**src/rtl/ssp_uart_pkg.sv**
```systemverilog
// Shared types and constants for the ssp_uart command sequencer.
//   seq_state_e     : sequencer FSM states
//   SSP_RA_W        : register address width
//   SSP_DATA_W      : SSP data word width
//   SSP_HDR_BITS    : header bits per frame (RA[2:0], WnR)
//   SSP_FRAME_BITS  : total bit periods per frame
package ssp_uart_pkg;

    localparam int SSP_RA_W       = 3;
    localparam int SSP_DATA_W     = 12;
    localparam int SSP_HDR_BITS   = 4;
    localparam int SSP_FRAME_BITS = SSP_HDR_BITS + SSP_DATA_W;

    // Bit counter values: first header bit, and the last header bit before data.
    localparam logic [3:0] BIT_FIRST    = 4'(SSP_FRAME_BITS - 1);
    localparam logic [3:0] BIT_HDR_LAST = 4'(SSP_DATA_W);

    typedef enum logic [2:0] {
        ST_IDLE,
        ST_SETUP,
        ST_HDR,
        ST_DATA,
        ST_HOLD,
        ST_RESP
    } seq_state_e;

endpackage

```
**src/rtl/ssp_uart_cmd_seq_if.sv**
```systemverilog
// Host-side command/response channel of the ssp_uart command sequencer.
//   cmd_valid/cmd_ready : command handshake; cmd_ra, cmd_wnr, cmd_data payload
//   rsp_valid/rsp_ready : response handshake; rsp_data payload (SSP_DO at EOC)
//   master : host issuing commands; slave : the sequencer
interface ssp_uart_cmd_seq_if;
    import ssp_uart_pkg::*;

    logic                  cmd_valid;
    logic                  cmd_ready;
    logic [SSP_RA_W-1:0]   cmd_ra;
    logic                  cmd_wnr;
    logic [SSP_DATA_W-1:0] cmd_data;
    logic                  rsp_valid;
    logic                  rsp_ready;
    logic [SSP_DATA_W-1:0] rsp_data;

    modport master (
        output cmd_valid, cmd_ra, cmd_wnr, cmd_data, rsp_ready,
        input  cmd_ready, rsp_valid, rsp_data
    );

    modport slave (
        input  cmd_valid, cmd_ra, cmd_wnr, cmd_data, rsp_ready,
        output cmd_ready, rsp_valid, rsp_data
    );

endinterface

```
**src/rtl/ssp_uart_cmd_seq_sck_gen.sv**
```systemverilog
// SCK generator: half-period counter plus SCK level and edge strobes.
//   Clk, Rst  : clock, synchronous active-high reset
//   run       : counter runs while high, held at reload otherwise
//   toggle_en : SCK toggles on each half-period wrap while high, forced low otherwise
//   wrap      : last cycle of the current half-period
//   sck       : SCK level
//   rise/fall : wrap cycles on which SCK goes high / low at the next edge
module ssp_sck_gen #(
    parameter int SCK_DIV = 4
) (
    input  logic Clk,
    input  logic Rst,
    input  logic run,
    input  logic toggle_en,
    output logic wrap,
    output logic sck,
    output logic rise,
    output logic fall
);
    localparam logic [7:0] RELOAD = 8'(SCK_DIV - 1);

    logic [7:0] hc_q;

    assign wrap = run && (hc_q == 8'd0);
    assign rise = wrap && toggle_en && !sck;
    assign fall = wrap && toggle_en && sck;

    // NOTE: state registers use non-blocking assignments so every flop samples
    // pre-edge values, independent of statement order.
    always_ff @(posedge Clk) begin
        if (Rst) begin
            hc_q <= RELOAD;
            sck  <= 1'b0;
        end else begin
            // Parked at reload while idle so the first half-period is full length.
            if (!run || wrap) hc_q <= RELOAD;
            else              hc_q <= hc_q - 8'd1;

            if (!toggle_en) sck <= 1'b0;
            else if (wrap)  sck <= !sck;
        end
    end

endmodule

```
**src/rtl/ssp_uart_cmd_seq.sv**
```systemverilog
// Command sequencer: turns one accepted register-access command into one SSP
// frame and returns SSP_DO captured at end-of-cycle as the response.
//   Clk, Rst      : clock, synchronous active-high reset
//   bus (slave)   : cmd valid/ready + ra/wnr/data, rsp valid/ready + data
//   busy          : high from acceptance until the response is consumed
//   SSP_SSEL/SCK  : slave select and serial clock (SCK idles low)
//   SSP_RA/WnR/DI : frame fields, held from acceptance until the next one
//   SSP_En/EOC    : data phase and last-bit strobes
//   SSP_DO        : data returned by ssp_uart
module ssp_uart_cmd_seq
    import ssp_uart_pkg::*;
#(
    parameter int SCK_DIV = 4
) (
    input  logic                  Clk,
    input  logic                  Rst,
    ssp_uart_cmd_seq_if.slave     bus,
    output logic                  busy,
    output logic                  SSP_SSEL,
    output logic                  SSP_SCK,
    output logic [SSP_RA_W-1:0]   SSP_RA,
    output logic                  SSP_WnR,
    output logic                  SSP_En,
    output logic                  SSP_EOC,
    output logic [SSP_DATA_W-1:0] SSP_DI,
    input  logic [SSP_DATA_W-1:0] SSP_DO
);
    seq_state_e state_q, state_d;
    logic [3:0] bit_q;
    logic       run, toggle_en, wrap, rise, fall, accept;

    ssp_sck_gen #(.SCK_DIV(SCK_DIV)) u_sck_gen (
        .Clk       (Clk),
        .Rst       (Rst),
        .run       (run),
        .toggle_en (toggle_en),
        .wrap      (wrap),
        .sck       (SSP_SCK),
        .rise      (rise),
        .fall      (fall)
    );

    assign accept = bus.cmd_valid && bus.cmd_ready;

    always_ff @(posedge Clk) begin
        if (Rst) state_q <= ST_IDLE;
        else     state_q <= state_d;
    end

    // NOTE: every output of this block gets a default first; a path that
    // leaves one unassigned would infer a latch.
    always_comb begin
        state_d       = state_q;
        bus.cmd_ready = 1'b0;
        bus.rsp_valid = 1'b0;
        busy          = 1'b1;
        SSP_SSEL      = 1'b0;
        SSP_En        = 1'b0;
        SSP_EOC       = 1'b0;
        run           = 1'b0;
        toggle_en     = 1'b0;
        unique case (state_q)
            ST_IDLE: begin
                bus.cmd_ready = 1'b1;
                busy          = 1'b0;
                if (bus.cmd_valid) state_d = ST_SETUP;
            end
            ST_SETUP: begin
                SSP_SSEL = 1'b1;
                run      = 1'b1;
                if (wrap) state_d = ST_HDR;
            end
            ST_HDR: begin
                SSP_SSEL  = 1'b1;
                run       = 1'b1;
                toggle_en = 1'b1;
                // A bit period ends on its SCK falling edge.
                if (fall && bit_q == BIT_HDR_LAST) state_d = ST_DATA;
            end
            ST_DATA: begin
                SSP_SSEL  = 1'b1;
                run       = 1'b1;
                toggle_en = 1'b1;
                SSP_En    = 1'b1;
                SSP_EOC   = (bit_q == 4'd0);
                if (fall && bit_q == 4'd0) state_d = ST_HOLD;
            end
            ST_HOLD: begin
                SSP_SSEL = 1'b1;
                run      = 1'b1;
                if (wrap) state_d = ST_RESP;
            end
            ST_RESP: begin
                bus.rsp_valid = 1'b1;
                if (bus.rsp_ready) state_d = ST_IDLE;
            end
            default: state_d = ST_IDLE;
        endcase
    end

    always_ff @(posedge Clk) begin
        if (Rst) begin
            bit_q        <= '0;
            SSP_RA       <= '0;
            SSP_WnR      <= 1'b0;
            SSP_DI       <= '0;
            bus.rsp_data <= '0;
        end else begin
            if (accept) begin
                SSP_RA  <= bus.cmd_ra;
                SSP_WnR <= bus.cmd_wnr;
                SSP_DI  <= bus.cmd_data;
            end

            // Counts 15..0 and stops at 0; terminal count ends the data phase.
            if (state_q == ST_SETUP && wrap)  bit_q <= BIT_FIRST;
            else if (fall && bit_q != 4'd0)   bit_q <= bit_q - 4'd1;

            // Sample SSP_DO as SCK rises in the EOC bit.
            if (rise && SSP_EOC) bus.rsp_data <= SSP_DO;
        end
    end

endmodule

```
**src/flat_wrapper.sv**
```systemverilog
// flat-port wrapper written by rule: the top's interface ports become plain ports
module ssp_uart_cmd_seq_flat import ssp_uart_pkg::*;
#(
    parameter int SCK_DIV = 4
)
  (Clk, Rst, busy, SSP_SSEL, SSP_SCK, SSP_RA, SSP_WnR, SSP_En, SSP_EOC, SSP_DI, SSP_DO, bus_cmd_valid, bus_cmd_ra, bus_cmd_wnr, bus_cmd_data, bus_rsp_ready, bus_cmd_ready, bus_rsp_valid, bus_rsp_data);
  ssp_uart_cmd_seq_if bus_i ();
  input  logic Clk;
  input  logic Rst;
  output logic busy;
  output logic SSP_SSEL;
  output logic SSP_SCK;
  output logic [SSP_RA_W-1:0] SSP_RA;
  output logic SSP_WnR;
  output logic SSP_En;
  output logic SSP_EOC;
  output logic [SSP_DATA_W-1:0] SSP_DI;
  input  logic [SSP_DATA_W-1:0] SSP_DO;
  input wire logic [$bits(bus_i.cmd_valid)-1:0] bus_cmd_valid;
  input wire logic [$bits(bus_i.cmd_ra)-1:0] bus_cmd_ra;
  input wire logic [$bits(bus_i.cmd_wnr)-1:0] bus_cmd_wnr;
  input wire logic [$bits(bus_i.cmd_data)-1:0] bus_cmd_data;
  input wire logic [$bits(bus_i.rsp_ready)-1:0] bus_rsp_ready;
  output wire logic [$bits(bus_i.cmd_ready)-1:0] bus_cmd_ready;
  output wire logic [$bits(bus_i.rsp_valid)-1:0] bus_rsp_valid;
  output wire logic [$bits(bus_i.rsp_data)-1:0] bus_rsp_data;
  assign bus_i.cmd_valid = bus_cmd_valid;
  assign bus_i.cmd_ra = bus_cmd_ra;
  assign bus_i.cmd_wnr = bus_cmd_wnr;
  assign bus_i.cmd_data = bus_cmd_data;
  assign bus_i.rsp_ready = bus_rsp_ready;
  assign bus_cmd_ready = bus_i.cmd_ready;
  assign bus_rsp_valid = bus_i.rsp_valid;
  assign bus_rsp_data = bus_i.rsp_data;
  ssp_uart_cmd_seq #(.SCK_DIV(SCK_DIV)) u_core (.Clk(Clk), .Rst(Rst), .bus(bus_i), .busy(busy), .SSP_SSEL(SSP_SSEL), .SSP_SCK(SSP_SCK), .SSP_RA(SSP_RA), .SSP_WnR(SSP_WnR), .SSP_En(SSP_En), .SSP_EOC(SSP_EOC), .SSP_DI(SSP_DI), .SSP_DO(SSP_DO));
endmodule
```
**config.mk**
```make
export PLATFORM = sky130hd
export DESIGN_NAME = ssp_uart_cmd_seq_flat
export DESIGN_NICKNAME = d
export VERILOG_FILES = /design/src/rtl/ssp_uart_pkg.sv /design/src/rtl/ssp_uart_cmd_seq_if.sv /design/src/rtl/ssp_uart_cmd_seq_sck_gen.sv /design/src/rtl/ssp_uart_cmd_seq.sv /design/src/flat_wrapper.sv
export SDC_FILE = /design/constraint.sdc
export NUM_CORES = 1
export LEC_CHECK = 0
export BUFFER_PORTS_ARGS = -buffer_cell sky130_fd_sc_hd__buf_2
export CORE_MARGIN = 2
export CORE_UTILIZATION = 50
export DETAILED_ROUTE_END_ITERATION = 8
export PLACE_DENSITY = 0.79
export SLEW_MARGIN = 20
export SYNTH_ARGS = -nofsm -noshare
export SYNTH_HDL_FRONTEND = slang
export SYNTH_HIERARCHICAL = 1
export SYNTH_SLANG_ARGS = --single-unit
```
**constraint.sdc**
```tcl
create_clock -name Clk -period 7 [get_ports Clk]
set_input_delay 1.05 -clock Clk [delete_from_list [all_inputs] [get_ports Clk]]
set_output_delay 1.05 -clock Clk [all_outputs]
set_load 0.005 [all_outputs]
```
; ---- Yosys cells after proc, flatten, opt, wreduce, memory -nomap -nowiden
; Cells that the tools add are included.
; Widths: inputs -> output; s select.
[totals]
ff_bits = 44
latch_bits = 0
mem_bits_rw = 0
romBits = 0
inputBits = 32
out_inout_bits = 35
word_cells = 62
n_memories = 0
[classes]
addsub = 2
mul = 0
div = 0
magnitude_cmp = 0
n_eq_ne = 12
shift = 0
muxes = 16
bitwise_logic = 1
n_reduce_logical = 23
[op_table]
columns = op, n
row1 = $mux 3, 6
row2 = $pmux 3 s6, 1
row3 = $logic_and 1x1->1, 10
row4 = $logic_not 8->1, 1
row5 = $mux 4, 2
row6 = $ne 2x2->1 const B, 4
row7 = $sub 8x1->8 const B, 1
row8 = $mux 1, 7
row9 = $eq 3x2->1 const B, 2
row10 = $eq 3x3->1 const B, 2
row11 = $reduce_and 6->1, 1
row12 = $reduce_or 2->1, 3
row13 = $eq 4x4->1 const B, 1
row14 = $logic_not 4->1, 1
row15 = $ne 2x1->1 const B, 2
row16 = $reduce_bool 4->1, 1
row17 = $reduce_or 4->1, 1
row18 = $sub 4x1->4 const B, 1
row19 = $eq 3x1->1 const B, 1
row20 = $logic_not 3->1, 1
row21 = $logic_not 1->1, 2
row22 = $reduce_bool 2->1, 1
row23 = $logic_or 1x1->1, 1
row24 = $not 1->1, 1

; ---- Longest topological paths before layout
; Gate-level depths: netlist of run 1.
[depth]
depth_word = 9
ltp_mapped = 10
ltp_nobuf = 8

; ---- By module
; Netlist of run 1, hierarchy kept.
[modules_own_cells]
columns = module, instances, cells_each, area_each_um2, seq_area_each_um2
row1 = ssp_uart_cmd_seq, 1, 184, 1652.8, 700.7
row2 = ssp_sck_gen, 1, 51, 447.9, 180.2

; ---- Worst setup path after synthesis of run 1
; OpenSTA, ideal clock, no wires.
[synth_path]
path_type = register -> register
from = register u_core.u_sck_gen.hc_q[0]
to = register u_core.bit_q[3]
setup_time_ps = 132
arrival_ps = 2268
t_required_ps = 6868
setup_slack_ps = 4599
stages_incl_launch_ff = 10
n_path_buf = 1
synth_period_minus_slack_ps = 2401
cell_sequence = dfxtp_1 -> inv_1 -> ha_1 -> or3b_2 -> nor3_1 -> and3_1 -> buf_2 -> nor4b_1 -> mux2i_1 -> a21oi_1
[synth_between]
elab_chain_len = 6
elab_cells_between_ends = 8
cone_classes = mux (1) / reduce/logical (7)
[synth_lines]
columns = item, line
row1 = start: declaration, ssp_uart_cmd_seq_sck_gen.sv:22  ; logic [7:0] hc_q;
row2 = start signal: assignment, ssp_uart_cmd_seq_sck_gen.sv:37  ; else hc_q <= hc_q - 8'd1;
row3 = $logic_not 8->1, ssp_uart_cmd_seq_sck_gen.sv:24  ; assign wrap = run && (hc_q == 8'd0);
row4 = $logic_and 1x1->1, ssp_uart_cmd_seq_sck_gen.sv:24
row5 = net u_core.wrap, ssp_uart_cmd_seq.sv:30  ; logic run, toggle_en, wrap, rise, fall, accept;
row6 = $logic_and 1x1->1 (2 in series), ssp_uart_cmd_seq_sck_gen.sv:26  ; assign fall = wrap && toggle_en && sck;
row7 = net u_core.fall, ssp_uart_cmd_seq.sv:30
row8 = $logic_and 1x1->1, ssp_uart_cmd_seq.sv:117  ; else if (fall && bit_q != 4'd0) bit_q <= bit_q - 4'd1;
row9 = $reduce_bool 2->1 (no source line), --
row10 = end signal: assignment, ssp_uart_cmd_seq.sv:117
row11 = end: declaration, ssp_uart_cmd_seq.sv:29  ; logic [3:0] bit_q;
; The timed path passes the listed nets, and every way through them passes these cells.
; A chain may end at the register's enable or synchronous reset.

; ---- Worst setup path in the final report of run 1
; Ends and elaborated chain as after synthesis.

==> flow_summary.toml, run 1 <==
[yosys]
ys_ff_latch = 44
syn_area_um2 = 2101
yosysSeqAreaShare_pct = 41.93
ys_async_sr_fraction_pct = 0
yosysUniqueCellTypes = 41
syn_avg_cell_area_um2 = 8.939
synth_edf_count = 0
synthFlopType = "dfxtp_1"
synth_cells = 235
syn-num-nets = 271
synth_warnings = 6

[setup_path]
path_buf_inv = 1
end_kind = "register"
cpPeakStageDelay_ns = 0.48
cpMaxStageDelayCell = "or3b_2"
cp.required_ns = 7.15
cp_top_family = "simple AND/OR/NAND/NOR gates"
r2r-start = "u_core/u_sck_gen/hc_q[0]"
path_cells = "inv_1, ha_1, or3b_2, nor3_1, and3_1, nor4b_1, mux2i_1, a21oi_1"
crit_arrival_ns = 2.93
cp-start-kind = "register"
path_max_fanout = 9
critPathKind = "register to register"
startpoint = "u_core/u_sck_gen/hc_q[0]"

[sta]
finalMaxSlewViolations = 0
hold_violations = 0
finalSetupViolCount = 0
fin_skew_ns = 0.006387
worst_pin_slew_ns = 0.8043
min_period_ns = 2.780
fin_ws_ns = 4.220
grt_setup_unrepaired = "no"
maxSlewHeadroom_pct = 46.15
fmax_mhz = 359.7
min_period_over_period_pct = 39.72
tns_ns = 0

[cts]
clkSinkCount = 44
ctsResizeCount = 0
cts_tree = "built"
root_buffer = "clkbuf_8"
clock_tree.buffer_depth = 2
cts_setup_buffers = 0
clock_latency_ns = 0.29
postCtsHoldBufs = 0
path_clk_slew_ns = 0.08
numCtsBuffers = 5
htree_levels = 2

[finish]
multi_input_area_um2 = 1079
drive_gt1_share_pct = 27.46
synthToLayoutAreaGrowth_pct = 19.06
n_fill_cell = 358
fin_cells = 345
register_area_um2 = 880.8
antenna_cells = 0
nets = 330
final_core_utilization_pct = 62.08

[placement]
io_buffers = 66
hpwl_um = 2881
gp_congestion = 0.8627
placed_cells = 337
post-place-ws_ns = 4.239

[route]
route.detailed.drc = 0
firstDrtPassIters = 4
wirelength_um = 4049
ant_nets = 0
drtIter0Drc = 71
wl_per_cell_um = 11.74
vias = 1763
avgViaCountPerCell = 5.110

[hold_path]
worstHoldStart = "u_core/u_sck_gen/hc_q[0]"
hold_path.class = "register to register"

[global_routing]
overflow = 0
grt_pass1_vias = 1460
grt_use_met3_pct = 6.331
antenna_found_initial = 0
grt_start_max_net_pins = 50
grtUsageTotal_pct = 17.58
met2_usage_pct = 30.29
grt_use_met1_pct = 20.72
grt_pass1_wl_um = 6313
grt_most_used_layer = "met2"

[floorplanning]
start_util_pct = 52.14
fp.dieH_um = 68.82
die_x_um = 68.82
coreArea_um2 = 4029
num_rows = 23
pin_count = 67
fp.dieArea_um2 = 4736

[power]
powerDensity_nw_per_um2 = 196.0
power.leakage_nw = 1.058
ir_worst_vdd_v = 0.00009579

[outcome]
status = "finished clean"

[job]
cap_viol_max_count = 0
## final cells by class
type | instances | share of cell area, %
clock buffers | 5 | 2.751
clock inverters | 3 | 1.701
multi-input cells | 167 | 43.12
flip-flops and latches | 44 | 35.22
inverters | 10 | 1.501
well taps | 50 | 2.501
repair buffers | 66 | 13.21
## cell families (layout without fill, tap and decap cells)
| group | after synthesis | after routing | share of synthesized area, % |
|---|---|---|---|
| simple gates | 103 | 103 | 29.19 |
| compound gates | 44 | 44 | 12.21 |
| flops | 44 | 44 | 41.93 |
| buf+inv | 24 | 84 | 6.730 |
| mux | 15 | 15 | 7.147 |
| fa+ha+maj | 4 | 4 | 2.382 |
| xor+xnor | 1 | 1 | 0.4170 |
## state kept, by name (all words and copies together), names as in the netlist
name,flops
u_core/u_sck_gen/sck,1
u_core/bit_q,4
u_core/SSP_DI,12
u_core/u_sck_gen/hc_q,8
u_core/SSP_WnR,1
u_core/SSP_RA,3
u_core/state_q,3
u_core/bus.rsp_data,12
## worst register-to-register path: cells and delay by family, from the launching register on
family,cells,cell delay (ns)
adders and majority gates,1,0.17
buffers and inverters,1,0.09
DFF,1,0.35
AOI/OAI and AO/OA,1,0.08
and+or+nand+nor,4,1.72
muxes,1,0.23
## cells in the final DEF, fill, tap and decap left out, types with 2 or more instances in the layout
cell type	netlist	final
nand4bb_1	2	2
a211oi_1	4	4
ha_1	4	4
nand2_1	35	35
clkbuf_8	0	5
and3_1	3	3
nor2_1	5	5
nor3_1	6	6
o21ai_0	4	4
and4bb_1	2	2
or4_1	4	4
buf_2	2	66
o31ai_1	3	3
nand2b_1	26	26
or3b_2	2	2
nor4b_1	2	2
inv_1	10	10
dfxtp_1	44	44
nand3_1	4	4
mux2i_1	15	15
a21oi_1	28	28
nor4_1	2	2
## cells in the mapped netlist (5+ instances only)
master    instances  area share [%]
mux2i_1          15             7.1
dfxtp_1          44              42
nor3_1            6             1.4
nand2_1          35             6.3
nor2_1            5            0.89
a21oi_1          28             6.7
inv_1            10             1.8
clkbuf_1          5            0.89
nand2b_1         26             7.7
## report_power, final
part	total, mW	leakage, nW	switching, mW	internal [mW]
logic	0.0406	0.646	0.0202	0.0204
registers	0.261	0.357	0.00437	0.256
clock network	0.189	0.0541	0.0834	0.106
## through the flow
step / total power, mW / cell area [um^2] / hold WS (ns)
6_report: 0.4902 / 2501 / 0.4457
5_1_grt: 0.5144 / 2501 / 0.4724
4_1_cts: 0.4970 / 2501 / 0.4473
3_5_place_dp: 0.3077 / 2390 / 0.4275
3_3_place_gp: 0.3065 / 2390 / 0.4208
2_1_floorplan: 0.2922 / 2101 / 0.4031
## final timing paths
path	depth (start not counted)	slack (ns)	endpoint
setup / recovery	8	4.22	u_core/bit_q[3]
setup reg to reg	8	4.22	u_core/bit_q[3]
hold / removal	1	0.45	u_core/u_sck_gen/hc_q[0]
hold reg to reg	1	0.45	u_core/u_sck_gen/hc_q[0]
## metal layers
layer,share of wire [%],wire length (um),vias to the layer above
met4,0.69,28,0
met3,8.7,354,4
met2,45,1822,62
li1,-,-,930
met1,46,1843,767
met5,0,0,-
No activity file was read; power rests on OpenSTA's default activity.
==> run 2, diff against run 1 <==
- ABC_AREA: not set -> 1
- CORE_UTILIZATION: 50 -> 45
- PLACE_DENSITY: 0.79 -> 0.75
- clock period: 7 -> 2.4 ns (I/O delays scaled with it)
==> run 2 against run 1 <==
- global-route usage rose by 1.5 points
- synthesized area down 4.1%
- critical path depth decreased by 2
- critical endpoint is now SSP_EOC
- largest cell class unchanged
==> flow_summary.toml, run 2 <==
[cts]
root_buffer = "clkbuf_8"
postCtsHoldBufs = 0
cts_tree = "built"
path_clk_slew_ns = 0.08
htree_levels = 2
clkSinkCount = 44
clock_tree.buffer_depth = 2
clock_latency_ns = 0.29
numCtsBuffers = 5

[route]
wirelength_um = 4644
vias = 1984
wl_per_cell_um = 11.64
firstDrtPassIters = 4
avgViaCountPerCell = 4.972
ant_nets = 0
route.detailed.drc = 0
drtIter0Drc = 93

[yosys]
syn_avg_cell_area_um2 = 7.173
synth_top_area_cell = "dfxtp_1"
synth_warnings = 6
yosysSeqAreaShare_pct = 43.70
ys_async_sr_fraction_pct = 0
ys_top_cells_by_count = "nand2_1 (62), nand3_1 (46), dfxtp_1 (44), a21oi_1 (32), nor2_1 (30)"
syn-num-nets = 317
ys_ff_latch = 44
synth_most_common_cell = "nand2_1"
synth_cells = 281
syn_area_um2 = 2016
yosys-top-cells-area = "dfxtp_1 (44%), nand2_1 (12%), nand3_1 (11%)"
synthFlopType = "dfxtp_1"
synth_edf_count = 0
yosysUniqueCellTypes = 24
synth_top_area_share_pct = 43.70

[setup_path]
cp-start-kind = "register"
crit_arrival_ns = 1.73
critPathKind = "register to output pin"
r2r_cells = 14
path_max_fanout = 9
cp.required_ns = 2.04
r2r_end = "u_core/state_q[2]"
end_kind = "output pin"
r2r-start = "u_core/state_q[2]"
ff2ff_setup_slack_ns = 0.35

[sta]
maxSlewHeadroom_pct = 71.57
tns_ns = 0
finalSetupViolCount = 0
hold_violations = 0
worst_pin_slew_ns = 0.4255
fin_skew_ns = 0.005718
fmax_mhz = 478.1
grt_setup_unrepaired = "no"
min_period_ns = 2.092
min_period_over_period_pct = 87.15
finalMaxSlewViolations = 0

[power]
ir_worst_vdd_v = 0.0005530
power.leakage_nw = 1.187
powerDensity_nw_per_um2 = 802.8

[finish]
antenna_cells = 0
final_cell_mix = "buf_2 (66), nand2_1 (62), nand3_1 (46)"
final_core_utilization_pct = 57.03
top_regs = "u_core/SSP_DI: 12 flops, u_core/bus.rsp_data: 12 flops, u_core/u_sck_gen/hc_q: 8 flops"
design_area_um2 = 2466
nets = 383
synthToLayoutAreaGrowth_pct = 22.35
final_common_cell = "buf_2"
drive_gt1_share_pct = 26.51

[global_routing]
antenna_found_initial = 0
grtUsageTotal_pct = 19.03
overflow = 0
grt_start_max_net_pins = 35
grt_pass1_wl_um = 7755
grt_pass1_vias = 1831

[hold_path]
worstHoldStart = "SSP_DO[1]"
hold_path.class = "input pin to register"
min_to = "u_core/bus.rsp_data[1]"
holdPathStages = 3

[floorplanning]
pin_count = 67
num_rows = 24
coreArea_um2 = 4324
die_x_um = 70.93
fp.dieH_um = 70.93
fp.dieArea_um2 = 5030
start_util_pct = 46.61

[placement]
hpwl_um = 3396
io_buffers = 66
dpl-instance-area_um2 = 2380
gp_congestion = 0.8737

[outcome]
status = "finished clean"

[job]
cap_viol_max_count = 0
[run 2: worst max-delay path, cell delays in order, from the launching register on]
cell and delay [ns]:
dfxtp_1 0.32, inv_1 0.09, ha_1 0.20, nand2_1 0.16
nor3_4 0.31, buf_4 0.23, buf_2 0.12
[run 2: logic make-up after synthesis]
group	Yosys count	share of synthesized area (%)
DFF	44	43.70
AOI/OAI and AO/OA	38	9.497
and+or+nand+nor	154	34.89
adders and majority gates	4	2.483
buffers and inverters	37	7.696
xor gates and xnor gates	4	1.738
[run 2: worst max path at each step]
stage / slack, ns / start / to / cells past startpoint
2_1_floorplan: 0.45 / u_core/state_q[2] / u_core/state_q[2] / 15
3_3_place_gp: 0.34 / u_core/state_q[2] / u_core/state_q[2] / 15
3_5_place_dp: 0.26 / u_core/state_q[2] / u_core/state_q[2] / 14
4_1_cts: 0.24 / u_core/state_q[2] / u_core/state_q[1] / 15
5_1_grt: 0.03 / u_core/state_q[2] / u_core/state_q[2] / 15
6_report: 0.31 / u_core/bit_q[0] / SSP_EOC / 6
[run 2: power breakdown]
group / switching [mW] / internal [mW]
combinational: 0.438 / 0.243
clock: 0.236 / 0.197
sequential: 0.0587 / 0.807
[run 2: through the flow]
| step | hold slack [ns] | total power [mW] | std cells | worst slack, ns |
|---|---|---|---|---|
| final | 0.3272 | 1.980 | 399 | 0.3085 |
| after global routing | 0.3231 | 2.144 | 399 | 0.03465 |
| after CTS | 0.3193 | 1.993 | 399 | 0.2374 |
| after detailed placement | 0.3764 | 1.558 | 392 | 0.2598 |
| after global placement | 0.3728 | 1.548 | 392 | 0.3443 |
| after floorplan | 0.3651 | 1.362 | 281 | 0.4522 |
[run 2: what timing repair did]
item / in CTS / in global routing
endpoints found under the setup margin: 0 / 3
hold endpoints to repair: 0 / 0
buffers inserted: 0 / 0
gates resized for setup: 0 / 3
[run 2: cell type report]
cell class / instances / area [um^2]
inverters: 27 / 101.3
clock buffers: 5 / 68.82
repair buffers: 69 / 352.8
well taps: 52 / 65.06
multi-input cells: 200 / 984.7
flip-flops and latches: 44 / 880.8
fillers: 415 / 1858
clock inverters: 2 / 12.51
[run 2: routing by layer]
| layer | global-route usage, % | vias to the layer above | wire length, um |
|---|---|---|---|
| met5 | 0 | - | 0 |
| met1 | 23.72 | 880 | 2075 |
| met2 | 31.57 | 54 | 2218 |
| met4 | 7.757 | 0 | 104 |
| met3 | 4.701 | 9 | 246 |
| li1 | - | 1041 | - |
